`config.mk`:
```
export PLATFORM = sky130hd
export DESIGN_NAME = lsq_scheduler
export DESIGN_NICKNAME = d
export VERILOG_FILES = /design/src/rtl/lsq_pkg.sv /design/src/rtl/lsq_scheduler_age_picker.sv /design/src/rtl/lsq_scheduler.sv
export SDC_FILE = /design/constraint.sdc
export NUM_CORES = 1
export LEC_CHECK = 0
export ABC_AREA = 1
export BUFFER_PORTS_ARGS = -buffer_cell sky130_fd_sc_hd__buf_2
export CAP_MARGIN = 20
export CORE_UTILIZATION = 45
export DETAILED_ROUTE_END_ITERATION = 8
export PLACE_DENSITY_LB_ADDON = 0.12
export SYNTH_ARGS = -nofsm -noshare
export SYNTH_HDL_FRONTEND = slang
export SYNTH_SLANG_ARGS = --single-unit
```
`constraint.sdc`:
```
create_clock -name clk -period 1.2 [get_ports clk]
set_input_delay 0.06 -clock clk [delete_from_list [all_inputs] [get_ports clk]]
set_output_delay 0.06 -clock clk [all_outputs]
set_load 0.02 [all_outputs]
```
`src/rtl/lsq_pkg.sv`:
```
// lsq_pkg: shared state encoding and op-type constants for the load/store scheduler
package lsq_pkg;
    typedef enum logic [1:0] {
        IDLE  = 2'd0,
        REQ   = 2'd1,
        WAIT  = 2'd2,
        DRAIN = 2'd3
    } state_e;
    localparam logic LD = 1'b0;
    localparam logic ST = 1'b1;
endpackage

```
`src/rtl/lsq_scheduler_age_picker.sv`:
```
// age_picker: circular oldest-first pick; ports vector_i (candidates), head_i (oldest slot), valid_o, index_o
module age_picker #(
    parameter int WIDTH = 2
) (
    input  logic [2**WIDTH-1:0] vector_i,
    input  logic [WIDTH-1:0]    head_i,
    output logic                valid_o,
    output logic [WIDTH-1:0]    index_o
);
    logic [WIDTH-1:0] j;
    always_comb begin
        valid_o = |vector_i;
        index_o = '0;
        j = '0;
        // scan youngest-to-oldest so the entry closest to head is the last one written
        for (int k = 2**WIDTH-1; k >= 0; k--) begin
            j = head_i + WIDTH'(k);
            if (vector_i[j]) index_o = j;
        end
    end
endmodule

```
`src/rtl/lsq_scheduler.sv`:
```
// lsq_scheduler: arbitrates the data-memory port between the committed head store and the oldest ready load; ports i_laq_*/i_saq_* queue status, i_mem_gnt/i_mem_rvalid cache handshake, o_mem_* request, o_issue_*/o_load_wb completion pulses, o_busy
module lsq_scheduler
    import lsq_pkg::*;
#(
    parameter int WIDTH_SAQ  = 2,
    parameter int WIDTH_LAQ  = 2,
    parameter int STARVE_MAX = 8,
    parameter int WIDTH_IDX  = (WIDTH_SAQ > WIDTH_LAQ) ? WIDTH_SAQ : WIDTH_LAQ
) (
    input  logic                    clk,
    input  logic                    rst_n,
    input  logic [2**WIDTH_LAQ-1:0] i_laq_rdy,
    input  logic [2**WIDTH_LAQ-1:0] i_laq_conflict,
    input  logic [WIDTH_LAQ-1:0]    i_laq_head,
    input  logic [2**WIDTH_SAQ-1:0] i_saq_commit,
    input  logic [WIDTH_SAQ-1:0]    i_saq_head,
    input  logic                    i_flush,
    input  logic                    i_mem_gnt,
    input  logic                    i_mem_rvalid,
    output logic                    o_mem_req,
    output logic                    o_mem_we,
    output logic [WIDTH_IDX-1:0]    o_mem_idx,
    output logic [2**WIDTH_LAQ-1:0] o_issue_laq,
    output logic [2**WIDTH_SAQ-1:0] o_issue_saq,
    output logic                    o_load_wb,
    output logic [WIDTH_LAQ-1:0]    o_wb_idx,
    output logic                    o_busy
);
    localparam int SIZE_SAQ = 2**WIDTH_SAQ;
    localparam int SIZE_LAQ = 2**WIDTH_LAQ;
    localparam int CW = $clog2(STARVE_MAX + 1);
    localparam logic [CW-1:0] CMAX = CW'(STARVE_MAX);

    state_e                 state_q;
    logic                   we_q;
    logic [WIDTH_IDX-1:0]   idx_q;
    logic [CW-1:0]          starve_q;
    logic [SIZE_LAQ-1:0]    issue_laq_q;
    logic [SIZE_SAQ-1:0]    issue_saq_q;
    logic                   load_wb_q;
    logic [WIDTH_LAQ-1:0]   wb_idx_q;
    logic                   ld_valid;
    logic [WIDTH_LAQ-1:0]   ld_idx;
    logic                   store_wins;

    age_picker #(.WIDTH(WIDTH_LAQ)) u_laq_pick (
        .vector_i (i_laq_rdy & ~i_laq_conflict),
        .head_i   (i_laq_head),
        .valid_o  (ld_valid),
        .index_o  (ld_idx)
    );

    assign store_wins = i_saq_commit[i_saq_head] & (~ld_valid | (starve_q < CMAX));

    always_ff @(posedge clk or negedge rst_n) begin
        if (!rst_n) begin
            state_q     <= IDLE;
            we_q        <= LD;
            idx_q       <= '0;
            starve_q    <= '0;
            issue_laq_q <= '0;
            issue_saq_q <= '0;
            load_wb_q   <= 1'b0;
            wb_idx_q    <= '0;
        end else begin
            issue_laq_q <= '0;
            issue_saq_q <= '0;
            load_wb_q   <= 1'b0;
            case (state_q)
                IDLE: if (!i_flush) begin
                    if (store_wins) begin
                        state_q <= REQ;
                        we_q    <= ST;
                        idx_q   <= WIDTH_IDX'(i_saq_head);
                        // a store can only beat a waiting load while below the cap, so no overflow
                        if (ld_valid) starve_q <= starve_q + 1'b1;
                    end else if (ld_valid) begin
                        state_q  <= REQ;
                        we_q     <= LD;
                        idx_q    <= WIDTH_IDX'(ld_idx);
                        starve_q <= '0;
                    end
                end
                REQ: if (i_mem_gnt) begin
                    if (we_q) issue_saq_q <= SIZE_SAQ'(1) << idx_q[WIDTH_SAQ-1:0];
                    else      issue_laq_q <= SIZE_LAQ'(1) << idx_q[WIDTH_LAQ-1:0];
                    state_q <= we_q ? IDLE : (i_flush ? DRAIN : WAIT);
                end else if (i_flush) begin
                    state_q <= IDLE;
                end
                WAIT: if (i_mem_rvalid) begin
                    // a flush landing with the response discards it rather than waiting for another
                    if (!i_flush) begin
                        load_wb_q <= 1'b1;
                        wb_idx_q  <= idx_q[WIDTH_LAQ-1:0];
                    end
                    state_q <= IDLE;
                end else if (i_flush) begin
                    state_q <= DRAIN;
                end
                DRAIN: if (i_mem_rvalid) state_q <= IDLE;
                default: state_q <= IDLE;
            endcase
        end
    end

    assign o_mem_req   = (state_q == REQ);
    assign o_mem_we    = o_mem_req & we_q;
    assign o_mem_idx   = o_mem_req ? idx_q : '0;
    assign o_issue_laq = issue_laq_q;
    assign o_issue_saq = issue_saq_q;
    assign o_load_wb   = load_wb_q;
    assign o_wb_idx    = wb_idx_q;
    assign o_busy      = (state_q != IDLE);
endmodule

```
Yosys cells after proc, flatten, opt, wreduce, memory -nomap -nowiden:

Cells that the tools add are included.

* output and inout port bits: 16
* bits in registers: 20
* input port bits: 21

* reduce and logical (&&, ||, !) cells: 8
* eq/ne operators: 8
* shift operators: 1
* $lt $le $gt $ge: 6
* bitwise operators: 7
* multiplexer cells: 42
* add/subtract/negate cells: 4

Operator list (number)
* two-way mux 4 bit: 9
* two-way mux 2 bit: 16
* < comparator 2 x 3 -> 1 bit (second input constant): 5
* two-way mux 1 bit: 11
* binary-select mux 1 bit (select 2 bit): 5
* inequality test 3 bit (second input constant): 3
* AND reduction 3 bit: 3
* one-hot mux 2 bit (4 select lines): 1
* AND reduction 5 bit: 1
* adder 2 bit (second input constant): 2
* adder 4 x 1 -> 4 bit (second input constant): 1
* bitwise AND 4 bit: 1
* equality test 2 bit (second input constant): 2
* < comparator 4 bit (second input constant): 1
* inequality test 2 bit (second input constant): 2
* inverter 4 bit: 1
* nonzero test 2 bit: 2
* OR reduction 4 bit: 1
* left shift 1 x 2 -> 4 bit (first input constant): 1
* adder 2 x 1 -> 2 bit (second input constant): 1
* bitwise AND 1 bit: 2
* equality test 2 x 1 -> 1 bit (second input constant): 1
* zero test 2 bit: 1
* inverter 1 bit: 2
* OR 1 bit: 1

Depth between registers and ports, before layout:

* word-level depth: 10
* depth in mapped cells: 13
* gate-level depth less buffers: 12

Cells and area by module:

Synthesis repeated with hierarchy kept, for this count alone.

* cell total of the unflattened synthesis: 172
* area, all modules: 1174.9 µm²

By module, submodules not included
* lsq_scheduler: times used 1, area an instance 985.9 µm², cells each 126, seq. area each 500.5 µm²
* age_picker: times used 1, area an instance 188.9 µm², cells each 46, seq. area each 0.0 µm²

Worst setup path after synthesis:

OpenSTA, ideal clock, no wires.

* path type: reg2reg
* start point: reg state_q[1]
* end point: reg issue_saq_q[0], in the netlist o_issue_saq[0]
* cell stages (with the launch flop): 6
* path slack: -39 ps
* setup time: 74 ps
* arrival: 1165 ps
* path buffers: 0
* path through: dfrtp_1 inv_1 nand2_2 nor2_1 nand2_1 nor2_1

* word-level cells in the longest chain between the ends: 2

RTL lines
* start, declared: RTL line lsq_scheduler.sv:34 `state_e state_q;`
* start signal, assigned: RTL line lsq_scheduler.sv:87 `state_q <= we_q ? IDLE : (i_flush ? DRAIN : WAIT);`
* equality test 2 x 1 -> 1 bit: RTL line lsq_scheduler.sv:69 `case (state_q)`
* two-way mux 4 bit: RTL line lsq_scheduler.sv:69
* end signal, assigned: RTL line lsq_scheduler.sv:85 `if (we_q) issue_saq_q <= SIZE_SAQ'(1) << idx_q[WIDTH_SAQ-1:0];`
* end, declared: RTL line lsq_scheduler.sv:39 `logic [SIZE_SAQ-1:0] issue_saq_q;`

No other way between the ends.
A chain may end at the register's enable or synchronous reset.

Worst setup path after layout:

* start point: reg state_q[1]
* end point: reg starve_q[2]

* word-level cells in the longest chain between the ends: 2

RTL lines
* zero test 2 bit: RTL line lsq_scheduler.sv:69
* AND reduction 3 bit (no source line)
* end signal, assigned: RTL line lsq_scheduler.sv:76 `if (ld_valid) starve_q <= starve_q + 1'b1;`
* end, declared: RTL line lsq_scheduler.sv:37 `logic [CW-1:0] starve_q;`

No other way between the ends.

==> reports/results.ini <==
[synth]
synth_common_cells=nand2_1, inv_1, dfrtp_1
yosys_warnings=0
syn_nets=189
synthTopCellsByArea=dfrtp_1, nand2_1, inv_1, nand3_1, nor2_1
yosys.area.top_type=dfrtp_1
synth-edff-count=0
synth.top_cell.area_share_pct=41.2
synthDistinctLibCells=24
synth-seq-cells=20
ys_seq_area_share_pct=41.2
synth_area_mm2=0.00121
yosysMostFrequentCell=nand2_1
async_reset_ff_share_pct=100
syn_inst=167
ys.flop_type=dfrtp_1
avgSynthCellArea_um2=7.27

[setup_path]
crit_start=state_q[1]
start_kind=flop
path_delay_family=flip-flops
cpMostUsedCell=inv_4
worst-path-buf-inv=3
reg2reg_slack_ns=-0.12
slowest_stage=dfrtp_1
ff2ff_path_depth=9
crit_fanout=4
crit_chain=buf_6, nor2_4, inv_4, nor2_8, nand2_4, inv_4, nand2_2, xor2_1, a21oi_1
r2r-end=starve_q[2]
arrival_ns=1.56
cpPeakStageDelay_ns=0.43
cp-end-kind=flop
critPathRequiredTime_ns=1.44
crit_type=reg -> reg
regToRegStartpoint=state_q[1]

[global_route]
grt-ovfl-total=0
antenna_found_initial=0
grt_pass1_vias=975
grt_max_degree=21
grt.total_usage_pct=18.6
grt_pass1_wl_um=3820

[power]
power_mw=3.31
leakage_nw=0.950
powerDensity_mw_per_mm2=2020
ir_worst_vdd_v=0.00149

[cells_and_area]
final_cell_area_mm2=0.00164
finalNetCount=241
utilization_pct=65.0
final_layout_size_suffix_gt1_share_pct=38.5
area_growth_pct=35.2
fillCellCount=216
instances_no_fill=248
antenna_cells=0

[min_path]
hold_path_class=in -> reg
hold_depth=3
hold_end=o_issue_saq[2]
min_from=i_mem_gnt

[die]
dieArea_mm2=0.00291
start_util_pct=48.1
core_mm2=0.00252
placementRows=18
die_w_um=53.9
io_pins=37
die_h_um=53.9

[clocking]
insertion_delay_ns=0.30
htree_levels=1
cts_tree=done
clk_path_buf_depth=2
cts_sinks=20
cts_root_buf=clkbuf_4
clk_pin_slew_ns=0.11
numCtsBuffers=3

[placement]
gp_congestion=0.786
place_area_mm2=0.00145
placed_cells=236
port-buffer-count=36
dp_hpwl_um=1850
pre_cts_ws_ns=-0.0434

[sta]
fin_worst_skew_ns=0.00478
finalCritPeriodShare_pct=110
min_period_ns=1.32
worst_slew_pin_slew_ns=0.450
fin_ws_ns=-0.118
fin_worst_hold_slack_ns=0.0880
setup_viol=11
maxSlewHeadroom_pct=70.0
setup_tns_ns=-0.747
drv_slew=0
hold_violations=0
fmax_mhz=759
rsz0062_at_grt=true

[flow_run]
maxCapViolations=0

[routing]
wirelength_um=2460
drtPass1Iterations=4
antenna_left=0
drt_iter0_drc=17
via_per_inst=4.58
wl_per_cell_um=9.92
vias=1137
drcViolationCount=0

[outcome]
violations=negative setup slack
status=finished with violations

==> sequential cells by signal, indices dropped and copies added (netlist names) <==
name         flops
we_q             1
idx_q            2
starve_q         4
o_wb_idx         2
o_load_wb        1
state_q          2
o_issue_saq      4
o_issue_laq      4
==> per-layer routing <==
| layer | track usage (%) | share of wire, % |
|---|---|---|
| met1 | 20.8 | 43 |
| met2 | 34.0 | 51 |
| met3 | 3.39 | 4.3 |
| met4 | 7.89 | 1.6 |
| met5 | 0 | 0 |
==> worst reg2reg max path, stage by stage, from the launching register on <==
cell and delay, ns:
dfrtp_1 0.43, buf_6 0.13, nor2_4 0.11, inv_4 0.07
nor2_8 0.09, nand2_4 0.08, inv_4 0.06, nand2_2 0.04
xor2_1 0.13, a21oi_1 0.11
==> cell type report <==
| cell class | count | area [um^2] | area share, % |
|---|---|---|---|
| multi-input combinational | 113 | 614 | 37.5 |
| sequential | 20 | 502 | 30.6 |
| inverter | 33 | 129 | 7.86 |
| clock inverter | 1 | 30.0 | 1.83 |
| tap | 30 | 37.5 | 2.29 |
| clock buffer | 3 | 22.5 | 1.37 |
| timing repair buffer | 48 | 305 | 18.6 |
==> cell families (layout without fill, tap and decap cells) <==
family | count (synthesis) | after routing | synth area share (%)
DFF | 20 | 20 | 41.2
buffers and inverters | 34 | 85 | 11.5
adders and majority gates | 1 | 1 | 1.03
xor gates and xnor gates | 3 | 3 | 2.17
AOI/OAI and AO/OA | 20 | 20 | 10.2
and+or+nand+nor | 89 | 89 | 33.8
==> placed cells by master, fill, tap and decap left out, types with 2 or more instances in the layout <==
master     n
buf_2     32
xor2_1     2
o21ai_2    4
nand2_2    5
nor2_4     6
dfrtp_1   19
buf_4      9
inv_1     21
clkbuf_4   3
inv_4      2
nand3_1   13
inv_2     10
a21oi_1    3
o21ai_1   10
nor2_1    10
buf_6      6
nand2_1   51
==> repair_timing <==
action / 4_1_cts / 5_1_grt
gates cloned: 0 / 0
gates resized for setup: 17 / 12
hold endpoints to repair: 20 / 0
hold buffers: 1 / 0
setup endpoints to repair: 9 / 15
pin swaps: 2 / 4
setup buffers: 3 / 4
==> power breakdown <==
part / total (mW) / switching, mW / leakage (nW) / internal (mW)
Combinational: 1.77 / 1.02 / 0.656 / 0.747
Sequential: 0.998 / 0.135 / 0.266 / 0.863
Clock: 0.545 / 0.208 / 0.0279 / 0.337
==> how the worst max path moves through the flow <==
stage	endpoint	slack (ns)	cells past startpoint
global route	starve_q[2]	-0.20	9
detailed placement	starve_q[2]	-0.04	8
finish	starve_q[2]	-0.12	9
floorplan	starve_q[2]	0.004	8
CTS	starve_q[2]	-0.11	9
global placement	starve_q[2]	0.008	8
No activity file was read; power rests on OpenSTA's default activity.
